==> src/rtl/t_bird_pkg.sv <==
// Shared mode encodings and the thermometer decode for the tail-light sequencer.
// Combinational helpers only: no latency, no flow control.
package t_bird_pkg;

  localparam int MODE_LEFT  = 0;
  localparam int MODE_RIGHT = 1;
  localparam int MODE_BRAKE = 2;

  localparam logic [2:0] OFF          = 3'b000;
  localparam logic [2:0] LEFT         = 3'b001;
  localparam logic [2:0] RIGHT        = 3'b010;
  localparam logic [2:0] HAZARD       = 3'b011;
  localparam logic [2:0] BRAKE        = 3'b100;
  localparam logic [2:0] BRAKE_LEFT   = 3'b101;
  localparam logic [2:0] BRAKE_RIGHT  = 3'b110;
  localparam logic [2:0] HAZARD_BRAKE = 3'b111;

  // Callers truncate to their lamp count, so LAMPS is limited to THERM_W.
  localparam int THERM_W = 32;

  function automatic logic [THERM_W-1:0] therm(input int fill);
    logic [THERM_W-1:0] v;
    v = '0;
    for (int i = 0; i < THERM_W; i++) v[i] = (i < fill);
    return v;
  endfunction

endpackage

==> src/rtl/tick_prescaler.sv <==
// Divides the clock into sequence steps; clr restarts the count and suppresses that cycle's step.
// tick is the same-edge advance strobe, step its registered one-cycle copy; no backpressure.
module tick_prescaler #(
  parameter int TICK_DIV = 1
) (
  input  logic clock,
  input  logic reset_n,
  input  logic clr,
  output logic tick,
  output logic step
);

  localparam int PW = (TICK_DIV > 1) ? $clog2(TICK_DIV) : 1;
  localparam logic [PW-1:0] LAST = PW'(TICK_DIV - 1);

  logic [PW-1:0] presc_q, presc_d;
  logic          step_q;

  assign tick = ~clr & (presc_q == LAST);
  assign step = step_q;

  always_comb begin
    presc_d = presc_q + 1'b1;
    if (clr || presc_q == LAST) presc_d = '0;
  end

  always_ff @(posedge clock or negedge reset_n) begin
    if (!reset_n) begin
      presc_q <= '0;
      step_q  <= 1'b0;
    end else begin
      presc_q <= presc_d;
      step_q  <= tick;
    end
  end

endmodule

==> src/rtl/t_bird_seq.sv <==
// Tail-light sequencer: inner-to-outer fill per side, outputs decoded from registered state only.
// New mode visible one edge after it is applied, restarting at fill 0; no backpressure. Option: TBIRD_BRAKE_FLASH_EN.
module t_bird_seq
  import t_bird_pkg::*;
#(
  parameter int LAMPS    = 4,
  parameter int TICK_DIV = 1
) (
  input  logic                       clock,
  input  logic                       reset_n,
  input  logic [2:0]                 mode,
  output logic [LAMPS-1:0]           lamps_left,
  output logic [LAMPS-1:0]           lamps_right,
  output logic [$clog2(LAMPS+1)-1:0] phase,
  output logic                       step
);

  localparam int FW = $clog2(LAMPS + 1);
  localparam logic [FW-1:0] FILL_MAX = FW'(LAMPS);

  logic [2:0]       mode_q;
  logic [FW-1:0]    fill_q, fill_d;
  logic             mode_chg;
  logic             tick;
  logic             brake_on;
  logic [LAMPS-1:0] seq;

  assign mode_chg = (mode != mode_q);

  tick_prescaler #(.TICK_DIV(TICK_DIV)) u_presc (
    .clock   (clock),
    .reset_n (reset_n),
    .clr     (mode_chg),
    .tick    (tick),
    .step    (step)
  );

  always_comb begin
    fill_d = fill_q;
    if (mode_chg)  fill_d = '0;
    else if (tick) fill_d = (fill_q == FILL_MAX) ? '0 : fill_q + 1'b1;
  end

  always_ff @(posedge clock or negedge reset_n) begin
    if (!reset_n) begin
      mode_q <= OFF;
      fill_q <= '0;
    end else begin
      mode_q <= mode;
      fill_q <= fill_d;
    end
  end

`ifdef TBIRD_BRAKE_FLASH_EN
  logic flash_q, flash_d;

  always_comb begin
    flash_d = flash_q;
    if (mode_chg)  flash_d = 1'b0;
    else if (tick) flash_d = ~flash_q;
  end

  always_ff @(posedge clock or negedge reset_n) begin
    if (!reset_n) flash_q <= 1'b0;
    else          flash_q <= flash_d;
  end

  assign brake_on = ~flash_q;
`else
  assign brake_on = 1'b1;
`endif

  assign seq   = LAMPS'(therm(int'(fill_q)));
  assign phase = fill_q;

  // Brake on 111 is deliberately dropped so it reads exactly like hazard.
  always_comb begin
    lamps_left  = '0;
    lamps_right = '0;
    case (mode_q)
      LEFT:  lamps_left  = seq;
      RIGHT: lamps_right = seq;
      HAZARD, HAZARD_BRAKE: begin
        lamps_left  = seq;
        lamps_right = seq;
      end
      BRAKE: begin
        lamps_left  = {LAMPS{brake_on}};
        lamps_right = {LAMPS{brake_on}};
      end
      BRAKE_LEFT: begin
        lamps_left  = seq;
        lamps_right = '1;
      end
      BRAKE_RIGHT: begin
        lamps_left  = '1;
        lamps_right = seq;
      end
      default: ;
    endcase
  end

endmodule
==> config.mk <==
export PLATFORM = sky130hd
export DESIGN_NAME = t_bird_seq
export DESIGN_NICKNAME = d
export VERILOG_FILES = /design/src/rtl/t_bird_pkg.sv /design/src/rtl/tick_prescaler.sv /design/src/rtl/t_bird_seq.sv
export SDC_FILE = /design/constraint.sdc
export NUM_CORES = 1
export LEC_CHECK = 0
export ABC_AREA = 1
export BUFFER_PORTS_ARGS = -buffer_cell sky130_fd_sc_hd__buf_2
export CORE_MARGIN = 1
export CORE_UTILIZATION = 35
export CTS_CLUSTER_SIZE = 16
export DETAILED_ROUTE_END_ITERATION = 10
export RECOVER_POWER = 50
export SLEW_MARGIN = 25
export SYNTH_ARGS = -nofsm -noshare
export SYNTH_HDL_FRONTEND = slang
export SYNTH_SLANG_ARGS = --single-unit
export TNS_END_PERCENT = 5
==> constraint.sdc <==
create_clock -name clock -period 2.1 [get_ports clock]
set_input_delay 0.315 -clock clock [delete_from_list [all_inputs] [get_ports clock]]
set_output_delay 0.315 -clock clock [all_outputs]
set_load 0.01 [all_outputs]
# [Yosys cells after proc, flatten, opt, wreduce, memory -nomap -nowiden]
# Index checks and enable logic that the tools add are counted.
[totals] regBits=8 input_bits=5 output_inout_bits=12 elab_cells=34
[classes] addsub=2 n_lt_le_gt_ge=4 eq_ne=9 mux=6 n_bitwise=3 reduce_logical=6
[op_table] cell="one-hot mux 4 bit (2 select lines)" n=2
[op_table] cell="== test 3 bit (second input constant)" n=5
[op_table] cell="2-to-1 mux 3 bit" n=3
[op_table] cell="OR reduction 4 bit" n=2
[op_table] cell="== test 3 x 2 -> 1 bit (second input constant)" n=2
[op_table] cell="< comparator 1 x 3 -> 1 bit (first input constant)" n=2
[op_table] cell="< comparator 2 x 3 -> 1 bit (first input constant)" n=2
[op_table] cell="OR reduction 2 bit" n=2
[op_table] cell="adder 3 x 1 -> 3 bit (second input constant)" n=1
[op_table] cell="== test 3 x 1 -> 1 bit (second input constant)" n=1
[op_table] cell="!= test 3 bit" n=1
[op_table] cell="inverter 1 bit" n=2
[op_table] cell="nonzero test 2 bit" n=1
[op_table] cell="adder 1 bit (second input constant)" n=1
[op_table] cell="AND 1 bit" n=1
[op_table] cell="logical OR 1 bit" n=1
[op_table] cell="2-to-1 mux 1 bit" n=1

# [Logic depth before layout (Yosys ltp)]
[logic_depth] depth_word=5 mapped_depth=7 mapped_depth_nobuf=7

# [Modules after synthesis]
# Synthesis repeated with hierarchy kept, for this count alone.
[hier_totals] cells_unflattened=56 area_unflattened_um2=424.2
[modules_own_cells] module="t_bird_seq" n_inst=1 cells_each=52 area_each_um2=366.6 seq_area_each_um2=150.1
[modules_own_cells] module="tick_prescaler" n_inst=1 cells_each=4 area_each_um2=57.6 seq_area_each_um2=50.0

# [Worst setup path before layout]
# OpenSTA, ideal clock, no wires.
[synth_timing] path_type="reg-to-output" from="reg fill_q[2] (netlist: phase[2])" to="out lamps_left[3]" t_arrival_ns=0.851 required_ns=1.785 path_slack_ns=0.934 stages_incl_launch_ff=3 path_buffers=0 cell_sequence="dfrtp_1 -> inv_1 -> o21ai_0"
[synth_between] elab_chain_cells=2
[synth_rtl] element="start, declared" line="t_bird_seq.sv:22" source="logic [FW-1:0] fill_q, fill_d;"
[synth_rtl] element="start signal, assigned" line="t_bird_seq.sv:50" source="fill_q <= fill_d;"
[synth_rtl] element="< comparator 2 x 3 -> 1 bit" line="t_bird_pkg.sv:24" source="for (int i = 0; i < THERM_W; i++) v[i] = (i < fill);"
[synth_rtl] element="one-hot mux 4 bit (2 select lines)" line="t_bird_seq.sv:80" source="case (mode_q)"
[synth_rtl] element="end, declared" line="t_bird_seq.sv:12" source="output logic [LAMPS-1:0] lamps_left,"
# Every way passes these cells.

# [Worst setup path in the final report]
[layout_timing] from="reg fill_q[0] (netlist: phase[0])" to="out lamps_right[0]"
[layout_between] elab_chain_cells=2
[layout_rtl] element="< comparator 1 x 3 -> 1 bit" line="t_bird_pkg.sv:24"
[layout_rtl] element="one-hot mux 4 bit (2 select lines)" line="t_bird_seq.sv:80"
[layout_rtl] element="end, declared" line="t_bird_seq.sv:13" source="output logic [LAMPS-1:0] lamps_right,"
# Every way passes these cells.

==> impl_metrics.prom <==
# TYPE chip_impl_metric gauge
chip_impl_metric{name="power-per-cell-area",unit="nW/um2"} 581
chip_impl_metric{name="grt_first_pass_wirelength",unit="um"} 1350
chip_impl_metric{name="numCtsBuffers",unit=""} 3
chip_impl_metric{name="drive_gt1_frac",unit=""} 0.247
chip_impl_metric{name="avgViaCountPerCell",unit=""} 4.84
chip_impl_info{name="hold_path.class",value="input pin to flop"} 1
chip_impl_metric{name="crit_fanout",unit=""} 7
chip_impl_metric{name="die_w",unit="um"} 38.1
chip_impl_info{name="clockRootBuffer",value="sky130_fd_sc_hd__clkbuf_4"} 1
chip_impl_metric{name="antenna_cells_inserted",unit=""} 0
chip_impl_info{name="outcome",value="completed"} 1
chip_impl_metric{name="combinational_power_share",unit=""} 0.167
chip_impl_info{name="critPathLaunchType",value="flop"} 1
chip_impl_metric{name="remaining_drc_errors",unit=""} 0
chip_impl_info{name="critical_path.cell_chain",value="nor3_1, o21ai_0, buf_2"} 1
chip_impl_metric{name="timing.reg2reg.setup_slack",unit="ps"} 960
chip_impl_metric{name="ys_seq_elements",unit=""} 8
chip_impl_metric{name="clockBufferDepth",unit=""} 2
chip_impl_metric{name="clock_skew_after_layout",unit="ps"} 1.89
chip_impl_metric{name="portion_of_the_clock_cycle_consumed_by_the_worst_path_in_the_final_layout",unit=""} 0.714
chip_impl_info{name="unrepaired_setup_endpoints_after_global_routing",value="false"} 1
chip_impl_metric{name="post_cts.repair.setup_buffers",unit=""} 0
chip_impl_metric{name="fp.dieArea",unit="um2"} 1450
chip_impl_metric{name="firstDrtPassIters",unit=""} 4
chip_impl_metric{name="core",unit="um2"} 1160
chip_impl_info{name="synthTopCellsByArea",value="sky130_fd_sc_hd__dfrtp_1, sky130_fd_sc_hd__nand2_1, sky130_fd_sc_hd__o21ai_0, sky130_fd_sc_hd__nand4_1, sky130_fd_sc_hd__inv_1"} 1
chip_impl_metric{name="leakage_power_of_the_design",unit="nW"} 0.315
chip_impl_metric{name="routed_wire_length_per_instance",unit="um"} 9.80
chip_impl_metric{name="globalplace.congestion",unit=""} 0.766
chip_impl_metric{name="arrival",unit="ps"} 1180
chip_impl_metric{name="ioPinCount",unit=""} 17
chip_impl_metric{name="slew_viol_final",unit=""} 0
chip_impl_metric{name="cts.sink_count",unit=""} 8
chip_impl_metric{name="max_cap_viol_count",unit=""} 0
chip_impl_metric{name="power.clock.fraction",unit=""} 0.333
chip_impl_info{name="critPathKind",value="flop to primary output"} 1
chip_impl_metric{name="path_clk_slew",unit="ps"} 50
chip_impl_metric{name="fin_setup_tns",unit="ps"} 0
chip_impl_metric{name="finalCriticalPeriod",unit="ps"} 1500
chip_impl_metric{name="cts.repair.resized",unit=""} 0
chip_impl_metric{name="place.port_buffers",unit=""} 16
chip_impl_info{name="cpMaxStageDelayCell",value="sky130_fd_sc_hd__dfrtp_1"} 1
chip_impl_info{name="tritoncts",value="done"} 1
chip_impl_metric{name="dp_hpwl",unit="um"} 695
chip_impl_metric{name="critPathRequiredTime",unit="ps"} 1780
chip_impl_metric{name="proportion_of_power_drawn_by_flip_flops_and_latches",unit=""} 0.500
chip_impl_metric{name="p_sw",unit="mW"} 0.0871
chip_impl_metric{name="setup_viol",unit=""} 0
chip_impl_metric{name="library_cells_used_by_synthesis",unit=""} 15
chip_impl_metric{name="synthesis.instances",unit=""} 57
chip_impl_metric{name="drt_iter0_markers",unit=""} 7
chip_impl_metric{name="cts_hold_repair.buffers",unit=""} 1
chip_impl_metric{name="whs_path_depth",unit=""} 1
chip_impl_metric{name="ctsHtreeMaxLevel",unit=""} 1
chip_impl_metric{name="syn_avg_cell_area",unit="um2"} 8.01
chip_impl_metric{name="route.vias.total",unit=""} 440
chip_impl_metric{name="area_growth_syn_to_layout",unit="%"} 25.5
chip_impl_info{name="worstReg2RegStart",value="phase[0]"} 1
chip_impl_metric{name="ir_worst_vdd",unit="mV"} 0.306
chip_impl_metric{name="utilization",unit=""} 0.496
chip_impl_metric{name="layout.area.seq",unit="um2"} 200
chip_impl_metric{name="post_synth_top_area_share",unit=""} 0.438
chip_impl_info{name="timing.rr.end",value="phase[2]"} 1
chip_impl_info{name="worst_min_delay_path_endpoint",value="mode_q[2]"} 1
chip_impl_info{name="worst_hold_startpoint",value="mode[2]"} 1
chip_impl_metric{name="initial_core_util",unit=""} 0.395
chip_impl_metric{name="synth_nets",unit=""} 64
chip_impl_metric{name="die_y",unit="um"} 38.1
chip_impl_metric{name="fmax",unit="MHz"} 667
chip_impl_metric{name="yosys_warnings",unit=""} 0
chip_impl_metric{name="internal_power",unit="mW"} 0.246
chip_impl_metric{name="initial_antenna_violation_count",unit=""} 0
chip_impl_metric{name="drtAntennaViolNets",unit=""} 0
chip_impl_metric{name="final.fill_count",unit=""} 124
chip_impl_metric{name="grt_start_max_net_pins",unit=""} 9
chip_impl_metric{name="layout_nets",unit=""} 86
chip_impl_metric{name="routed_wl",unit="um"} 892
chip_impl_metric{name="grt-ovfl-total",unit=""} 0
chip_impl_info{name="cp-end-kind",value="primary output"} 1
chip_impl_metric{name="power.switching_fraction",unit=""} 0.262
chip_impl_metric{name="row_count",unit=""} 12
chip_impl_metric{name="hold_violations",unit=""} 0
chip_impl_metric{name="grt_pass1_vias",unit=""} 344
chip_impl_info{name="post_synth_top_area_cell",value="sky130_fd_sc_hd__dfrtp_1"} 1
chip_impl_metric{name="seq_area_frac_synth",unit=""} 0.438
chip_impl_metric{name="mappedNetlistArea",unit="um2"} 457
chip_impl_metric{name="critPathMaxStageDelay",unit="ps"} 440
chip_impl_metric{name="multiInputGateArea",unit="um2"} 211
chip_impl_metric{name="timing.reg2reg.worst_path_depth",unit=""} 7
chip_impl_metric{name="groute.usage.overall",unit=""} 0.144
chip_impl_metric{name="worst_skew_pair_later_pin_latency",unit="ps"} 240
## cell families after synthesis
logic type / after synthesis / share of synthesized area
simple gates: 25 / 0.271
compound gates: 10 / 0.110
buf+inv: 10 / 0.0822
flops: 8 / 0.438
fa+ha+maj: 2 / 0.0548
xor+xnor: 1 / 0.0356
other cells: 1 / 0.00821
## routing by layer
metal	vias to the layer above	track usage	wire length, um
li1	227	-	-
met1	193	0.177	418
met2	18	0.216	402
met3	2	0.0174	60
met4	0	0.134	10
met5	-	0	0
## power groups by stage
stage | clock (mW) | combinational [mW] | sequential (mW)
final | 0.111 | 0.0557 | 0.166
after CTS | 0.120 | 0.0591 | 0.167
after global routing | 0.126 | 0.0637 | 0.167
after detailed placement | 0 | 0.0576 | 0.169
after global placement | 0 | 0.0575 | 0.169
after floorplan | 0 | 0.0336 | 0.169
## cells in the mapped netlist
master                     n
sky130_fd_sc_hd__nor2_1    2
sky130_fd_sc_hd__conb_1    1
sky130_fd_sc_hd__inv_1     8
sky130_fd_sc_hd__inv_2     2
sky130_fd_sc_hd__nand2_1  12
sky130_fd_sc_hd__nand2_2   2
sky130_fd_sc_hd__a21oi_1   2
sky130_fd_sc_hd__nand4_1   6
sky130_fd_sc_hd__nor3_1    1
sky130_fd_sc_hd__ha_1      2
sky130_fd_sc_hd__o21ai_0   8
sky130_fd_sc_hd__dfrtp_1   8
sky130_fd_sc_hd__nand3_1   1
sky130_fd_sc_hd__nor2_4    1
sky130_fd_sc_hd__xnor2_2   1
## placed cells by master (no fill, tap or decap)
cell type                       instances
sky130_fd_sc_hd__ha_1                   2
sky130_fd_sc_hd__nor2_4                 1
sky130_fd_sc_hd__o21ai_0                8
sky130_fd_sc_hd__inv_1                  8
sky130_fd_sc_hd__dfrtp_1                8
sky130_fd_sc_hd__nor2_1                 2
sky130_fd_sc_hd__dlygate4sd3_1          1
sky130_fd_sc_hd__xnor2_1                1
sky130_fd_sc_hd__clkbuf_4               3
sky130_fd_sc_hd__inv_2                  2
sky130_fd_sc_hd__nor3_1                 1
sky130_fd_sc_hd__nand2_1               12
sky130_fd_sc_hd__clkbuf_1               5
sky130_fd_sc_hd__nand3_1                1
sky130_fd_sc_hd__conb_1                 1
sky130_fd_sc_hd__buf_2                 11
sky130_fd_sc_hd__nand4_1                6
sky130_fd_sc_hd__nand2_2                2
sky130_fd_sc_hd__a21oi_1                2
## sequential cells by signal (all words and copies together), names as in the netlist
signal	flops
u_presc.presc_q	1
phase	3
u_presc.step	1
mode_q	3
## worst max-delay path, delay by kind of cell (launching register included)
| kind | cells | cell delay [ps] |
|---|---|---|
| compound gates | 1 | 100 |
| buf+inv | 1 | 140 |
| flops | 1 | 440 |
| simple gates | 1 | 260 |
## stage by stage
stage / hold slack [ps] / cell area [um2] / setup slack, ps / instances / power, mW
6_report: 212 / 573 / 601 / 91 / 0.333
5_1_grt: 208 / 573 / 519 / 91 / 0.356
4_1_cts: 197 / 587 / 582 / 91 / 0.345
3_5_place_dp: 168 / 554 / 853 / 87 / 0.227
3_3_place_gp: 167 / 554 / 877 / 87 / 0.227
2_1_floorplan: 19.4 / 457 / 934 / 57 / 0.203
## worst max-delay path by stage
| stage | start | end | cells past startpoint |
|---|---|---|---|
| after floorplan | phase[2] | lamps_left[3] | 2 |
| after global placement | phase[0] | lamps_left[0] | 3 |
| after detailed placement | phase[0] | lamps_right[0] | 3 |
| after CTS | phase[0] | lamps_right[0] | 3 |
| after global routing | phase[0] | lamps_right[0] | 3 |
| final | phase[0] | lamps_right[0] | 3 |
## layout make-up
type | instances | area share
multi-input combinational | 39 | 0.369
sequential | 8 | 0.349
timing repair buffer | 17 | 0.146
inverter | 10 | 0.0655
clock buffer | 3 | 0.0393
tap | 14 | 0.0306
No activity file was read; power rests on OpenSTA's default activity.
